**config.mk**
```make
export PLATFORM = sky130hd
export DESIGN_NAME = eab_arbiter
export DESIGN_NICKNAME = d
export VERILOG_FILES = /design/src/rtl/eab_arbiter.sv
export SDC_FILE = /design/constraint.sdc
export NUM_CORES = 1
export LEC_CHECK = 0
export ABC_CLOCK_PERIOD_IN_PS = 2200
export CAP_MARGIN = 0
export CELL_PAD_IN_SITES_DETAIL_PLACEMENT = 0
export CELL_PAD_IN_SITES_GLOBAL_PLACEMENT = 2
export CORE_ASPECT_RATIO = 1.1
export CORE_MARGIN = 2
export CORE_UTILIZATION = 16
export DETAILED_ROUTE_END_ITERATION = 12
export PLACE_DENSITY = 0.89
export SYNTH_ARGS = -nofsm -noshare
export SYNTH_HDL_FRONTEND = slang
export SYNTH_SLANG_ARGS = --single-unit
```
**constraint.sdc**
```tcl
create_clock -name clk -period 2.2 [get_ports clk]
set_clock_uncertainty 0.15 [all_clocks]
set_input_delay 0.33 -clock clk [delete_from_list [all_inputs] [get_ports clk]]
set_output_delay 0.33 -clock clk [all_outputs]
set_load 0.01 [all_outputs]
```
**src/rtl/eab_arbiter.sv**
```systemverilog
// Two-port round-robin arbiter in front of an EAB with a registered address and a registered output.
// Read responses are tracked by a two-stage {valid, port} pipeline that matches the RAM read latency.
module eab_arbiter #(
    parameter int WIDTH      = 32,
    parameter int ADDR_WIDTH = 8
) (
    input  logic                  clk,
    input  logic                  rst,

    input  logic                  p0_valid,
    output logic                  p0_ready,
    input  logic                  p0_we,
    input  logic [ADDR_WIDTH-1:0] p0_addr,
    input  logic [WIDTH-1:0]      p0_wdata,
    output logic                  p0_rvalid,
    output logic [WIDTH-1:0]      p0_rdata,

    input  logic                  p1_valid,
    output logic                  p1_ready,
    input  logic                  p1_we,
    input  logic [ADDR_WIDTH-1:0] p1_addr,
    input  logic [WIDTH-1:0]      p1_wdata,
    output logic                  p1_rvalid,
    output logic [WIDTH-1:0]      p1_rdata,

    output logic                  ram_we,
    output logic [ADDR_WIDTH-1:0] ram_address,
    output logic [WIDTH-1:0]      ram_data,
    input  logic [WIDTH-1:0]      ram_q
);

    logic                  rr;
    logic                  grant0;
    logic                  grant1;
    logic [ADDR_WIDTH-1:0] addr_hold;
    logic [WIDTH-1:0]      data_hold;
    logic                  s1_valid;
    logic                  s1_port;
    logic                  s2_valid;
    logic                  s2_port;

    // rr names the port that wins when both are valid.
    always_comb begin
        grant0 = 1'b0;
        grant1 = 1'b0;
        if (!rst) begin
            if (p0_valid && (!p1_valid || !rr)) begin
                grant0 = 1'b1;
            end else if (p1_valid) begin
                grant1 = 1'b1;
            end
        end
    end

    assign p0_ready = grant0;
    assign p1_ready = grant1;

    // Idle cycles keep presenting the last granted address/data to the EAB.
    always_comb begin
        ram_we      = 1'b0;
        ram_address = addr_hold;
        ram_data    = data_hold;
        if (rst) begin
            ram_address = '0;
            ram_data    = '0;
        end else if (grant0) begin
            ram_we      = p0_we;
            ram_address = p0_addr;
            ram_data    = p0_wdata;
        end else if (grant1) begin
            ram_we      = p1_we;
            ram_address = p1_addr;
            ram_data    = p1_wdata;
        end
    end

    always_ff @(posedge clk) begin
        if (rst) begin
            rr        <= 1'b0;
            addr_hold <= '0;
            data_hold <= '0;
            s1_valid  <= 1'b0;
            s1_port   <= 1'b0;
            s2_valid  <= 1'b0;
            s2_port   <= 1'b0;
        end else begin
            if (grant0 || grant1) begin
                rr        <= grant0;
                addr_hold <= ram_address;
                data_hold <= ram_data;
            end
            s1_valid <= (grant0 && !p0_we) || (grant1 && !p1_we);
            s1_port  <= grant1;
            s2_valid <= s1_valid;
            s2_port  <= s1_port;
        end
    end

    assign p0_rvalid = !rst && s2_valid && !s2_port;
    assign p1_rvalid = !rst && s2_valid && s2_port;
    assign p0_rdata  = p0_rvalid ? ram_q : '0;
    assign p1_rdata  = p1_rvalid ? ram_q : '0;

endmodule

```
**Word-level counts from Yosys, hierarchy flattened**

Index checks and enable logic that the tools add are counted.

- Register bits after elaboration: 45
- Bits of input ports: 118
- Output and inout port bits: 109
- Logic and storage cells: 38

- Muxes and demuxes: 16
- Reduce and logical (&&, ||, !) cells: 15

Operator list:

| kind | count |
|---|---|
| 2-to-1 mux 32 bit | 5 |
| 2-to-1 mux 8 bit | 3 |
| 2-to-1 mux 1 bit | 8 |
| logical AND 1 bit | 6 |
| zero test 1 bit | 6 |
| logical OR 1 bit | 3 |

**Depth between registers and ports, before layout**

- Word-level depth: 8
- Depth in mapped cells: 5
- Mapped depth without buffers: 3

**Worst setup path before layout**

No wires, ideal clock.

- Path type: register -> output
- From: reg rr
- To: out ram_address[0]
- Arrival time: 1268 ps
- Required time: 1720 ps
- Slack: 452 ps
- Cell stages (with the launch flop): 6
- Path buffers: 2
- Cell sequence: dfxtp_1 nand2b_1 and3b_1 buf_6 buf_6 a221o_1

- Longest elaborated chain between the ends: 8
- Elaborated cells on any way between the ends: 10
- Those cells by class: mux: 7; reduce/logical: 3

RTL lines:

| item | line | text |
|---|---|---|
| start, declared | 32 | `logic rr;` |
| start signal, assigned | 88 | `rr <= grant0;` |
| zero test 1 bit (*) | 47 | `if (p0_valid && (!p1_valid \|\| !rr)) begin` |
| logical OR 1 bit (*) | 47 |  |
| logical AND 1 bit (*) | 47 |  |
| 2-to-1 mux 1 bit | 47 |  |
| 2-to-1 mux 1 bit | 46 | `if (!rst) begin` |
| 2-to-1 mux 8 bit | 70 | `end else if (grant1) begin` |
| 2-to-1 mux 8 bit (*) | 66 | `end else if (grant0) begin` |
| 2-to-1 mux 8 bit (*) | 63 | `if (rst) begin` |
| end, declared | 27 | `output logic [ADDR_WIDTH-1:0] ram_address,` |

Mark *: on every way between the ends. The rest lies on a longest branch, timed or not.

**Worst setup path in the final report**

- From: in p0_valid
- To: out ram_data[8]

- Longest elaborated chain between the ends: 6
- Elaborated cells on any way between the ends: 8
- Those cells by class: mux: 7; reduce/logical: 1

RTL lines:

| item | line | text |
|---|---|---|
| start, declared | 10 | `input logic p0_valid,` |
| logical AND 1 bit (*) | 47 |  |
| 2-to-1 mux 1 bit | 47 |  |
| 2-to-1 mux 1 bit | 46 |  |
| 2-to-1 mux 32 bit | 70 |  |
| 2-to-1 mux 32 bit (*) | 66 |  |
| 2-to-1 mux 32 bit (*) | 63 |  |
| end, declared | 28 | `output logic [WIDTH-1:0] ram_data,` |

Marked as above.

==> impl_results.md <==
* Adder-cell area share of the yosys netlist at 0%
* Startpoint types: input pin
* RSZ-0062 raised after global routing: true
* Root buf cell: clkbuf_16
* Area leader, netlist: dfxtp_1
* Fraction of the mapped netlist area in compound gates at 31.5%
* Relative slew margins at 83.3%
* Hold/Removal Path Class: input pin to flop
* Final setup fails at 1
* Largest net degree at the start of global routing at 41
* Final worst path period need at between 2 and 2.5 ns
* Xor and xnor area share after synthesis at 0%
* Post-Syn Instances at 273
* Worst setup margin at -0.0304 ns
* Reg area at between 900 and 1000 µm²
* Pwr/cell area at 427 nW/µm²
* Clock latency on the worst-skew pair at 0.28 ns
* Multiplexer share of the synthesized area at 0%
* Vias in the first global route at 3427
* Clk slew on worst S/H paths at 0.06 ns
* Ys Warns at 0
* Synth Register Bits at 45
* CTS Buffer Depth at 2
* Placement Cell Area at between 5000 and 6000 µm²
* Worst VDD drop at between 0.2 and 0.3 mV
* Fraction of the yosys area taken by sequential cells at 34.2%
* CP Max Fanout at 8
* CP Capture Type: output port
* Status: complete, but fails checks
* DRT iter0 DRCs at 80
* Total Wirelength at 12000 µm
* Area of the multi-input gates at roughly 1600 µm²
* Max Fclk at between 400 and 500 MHz
* Largest family of logic cells by synthesized area: compound AO/OA/AOI/OAI gates
* # Max-Cap Violations at 0
* Die Area at 17500 µm²
* Vias at ~3300
* Syn Std Cell Area at 2630 µm²
* Share of cells above drive strength 1 at 21.2%
* Clk sinks at 45
* Netlist cell types at 15
* Row count at 49
* Core area at 16200 µm²
* Critical path required time at about 1.7 ns
* Initial antenna violation count at 2
* # diodes at 0
* Layout area overhead at 112%
* Average size of a mapped cell at 9.65 µm²
* Final worst-path cycle share at 101%
* Layout Nets at 647
* Post-DRT Antenna Nets at 0
* Hold Vio Cnt, Final at 0
* Leakage Power at 2.68 nW
* Critical path class: input pin to output port
* Routed WL per cell at about 16 µm
* Slew @ Worst Pin at 0.249 ns
* Slew Viols, Final at 0
* Finished Cell Area at about 5600 µm²
* Vias per cell at 4.49
* Total GRT Usage at 13.1%
* Top cell type's share of synthesized area at 34.2%
* Synth Area in Simple Gates at 27.1%
* Gr ovfl total at 0
* FILL cells at 1657
* Synth area leaders: dfxtp_1 34%, a221o_1 30%, and2_1 25%
* CTS tree: yes
* Failing checks: negative setup slack
* Initial core utilization at 16.2%
* Die outline height at 139 µm
* Die width at between 100 and 150 µm
* Fin Hold WS at 0.123 ns
* Synthesized net count at 391
* Final HPWL DP at roughly 7800 µm
* IO Port Bufs at 226
* Global-route wire length before repair at 18300 µm
* DRC errors left at 0
* Critical path arrival at 1.75 ns
* Placer Congestion at around 0.81
* IO Pins at around 230
* CTS H-tree depth at 2
* CTS buffer count at 5
* Place WS at -0.586 ns
* Drt pass-1 iters at 4
==> Yosys cell counts <==
cell	count
dfxtp_1	45
clkbuf_1	11
nor2b_1	2
nor3_1	1
inv_1	3
and3b_1	3
a21oi_1	1
buf_6	8
a221o_1	80
and2_1	104
nor3b_1	1
a211oi_1	1
a22o_1	2
nand2b_1	2
buf_2	9
==> through the flow <==
stage          TNS (ns)  util (%)  std cells  total power [W]
6_report        -0.0304      34.4        733          0.00238
5_1_grt          -0.258      34.4        733          0.00250
4_1_cts           -1.41      34.3        731          0.00242
3_5_place_dp     -50.57      32.2        695          0.00160
3_3_place_gp     -50.43      32.2        695          0.00159
2_1_floorplan         0         -        273          0.00115
==> cell type report <==
cell class / instances / share of cell area (%)
timing repair buffer: 277 / 48.1
tap: 204 / 4.57
sequential: 45 / 16.1
multi-input combinational: 197 / 28.4
clock buffer: 7 / 2.55
inverter: 3 / 0.202
==> logic make-up after synthesis <==
kind of cell	count (synthesis)
AO/OA/AOI/OAI	84
AND/OR/NAND/NOR	113
flip-flops	45
buffers and inverters	31
==> what timing repair did <==
item / in CTS / in global routing
gates resized for setup: 265 / 14
endpoints found under the setup margin: 109 / 51
buffers inserted: 19 / 3
cloned: 10 / 3
hold buffers: 0 / 0
pin swaps: 9 / 26
==> flip-flops by register name, indices dropped and copies added (netlist names) <==
register   count
addr_hold      8
rr             1
s2_port        1
s1_valid       1
s2_valid       1
data_hold     32
s1_port        1
==> worst paths after layout <==
path,start,to,slack [ns],depth (start not counted)
max,p0_valid,ram_data[8],-0.03,9
min,rst,rr,0.12,2
max reg2reg,rr,addr_hold[3],0.31,6
min reg2reg,s1_port,s2_port,0.29,1
==> per-layer routing <==
layer	share of wire, %	global-route usage, %	vias up	routed length [µm]
met3	7.0	3.40	13	837
met1	39	14.1	1535	4670
met5	0.20	0	-	24
met4	1.5	3.93	4	177
li1	-	-	1574	-
met2	52	24.8	166	6290
==> placed cells by master (no fill, tap or decap), types with 2 or more instances in the layout <==
cell             netlist  layout
buf_2                  9      44
clkbuf_2               0       2
buf_6                  8      11
buf_8                  0       2
clkbuf_16              0       7
dlymetal6s2s_1         0       2
a22o_1                 2       2
dlygate4sd2_1          0      60
clkdlybuf4s15_1        0       2
and2_1               104     104
inv_1                  3       2
dfxtp_1               45      44
buf_16                 0       4
buf_4                  0      21
a221o_1               80      80
buf_12                 0      10
nor2b_1                2       2
bufbuf_16              0       2
clkdlybuf4s50_1        0     115
==> worst max-delay path: stages <==
cell and delay (ns):
clkdlybuf4s15_1 0.30, inv_2 0.08, a211oi_4 0.28, buf_6 0.15, buf_8 0.12, buf_16 0.13
buf_6 0.09, a221o_1 0.12, buf_2 0.13
==> power breakdown <==
part / leakage (nW) / switching, W / internal (W) / total (W)
clock network: 0.0700 / 0.000309 / 0.000447 / 0.000755
logic: 2.24 / 0.000276 / 0.000460 / 0.000736
registers: 0.373 / 0.0000130 / 0.000879 / 0.000892
total: 2.68 / 0.000598 / 0.00179 / 0.00238
No activity file was read; power rests on OpenSTA's default activity.
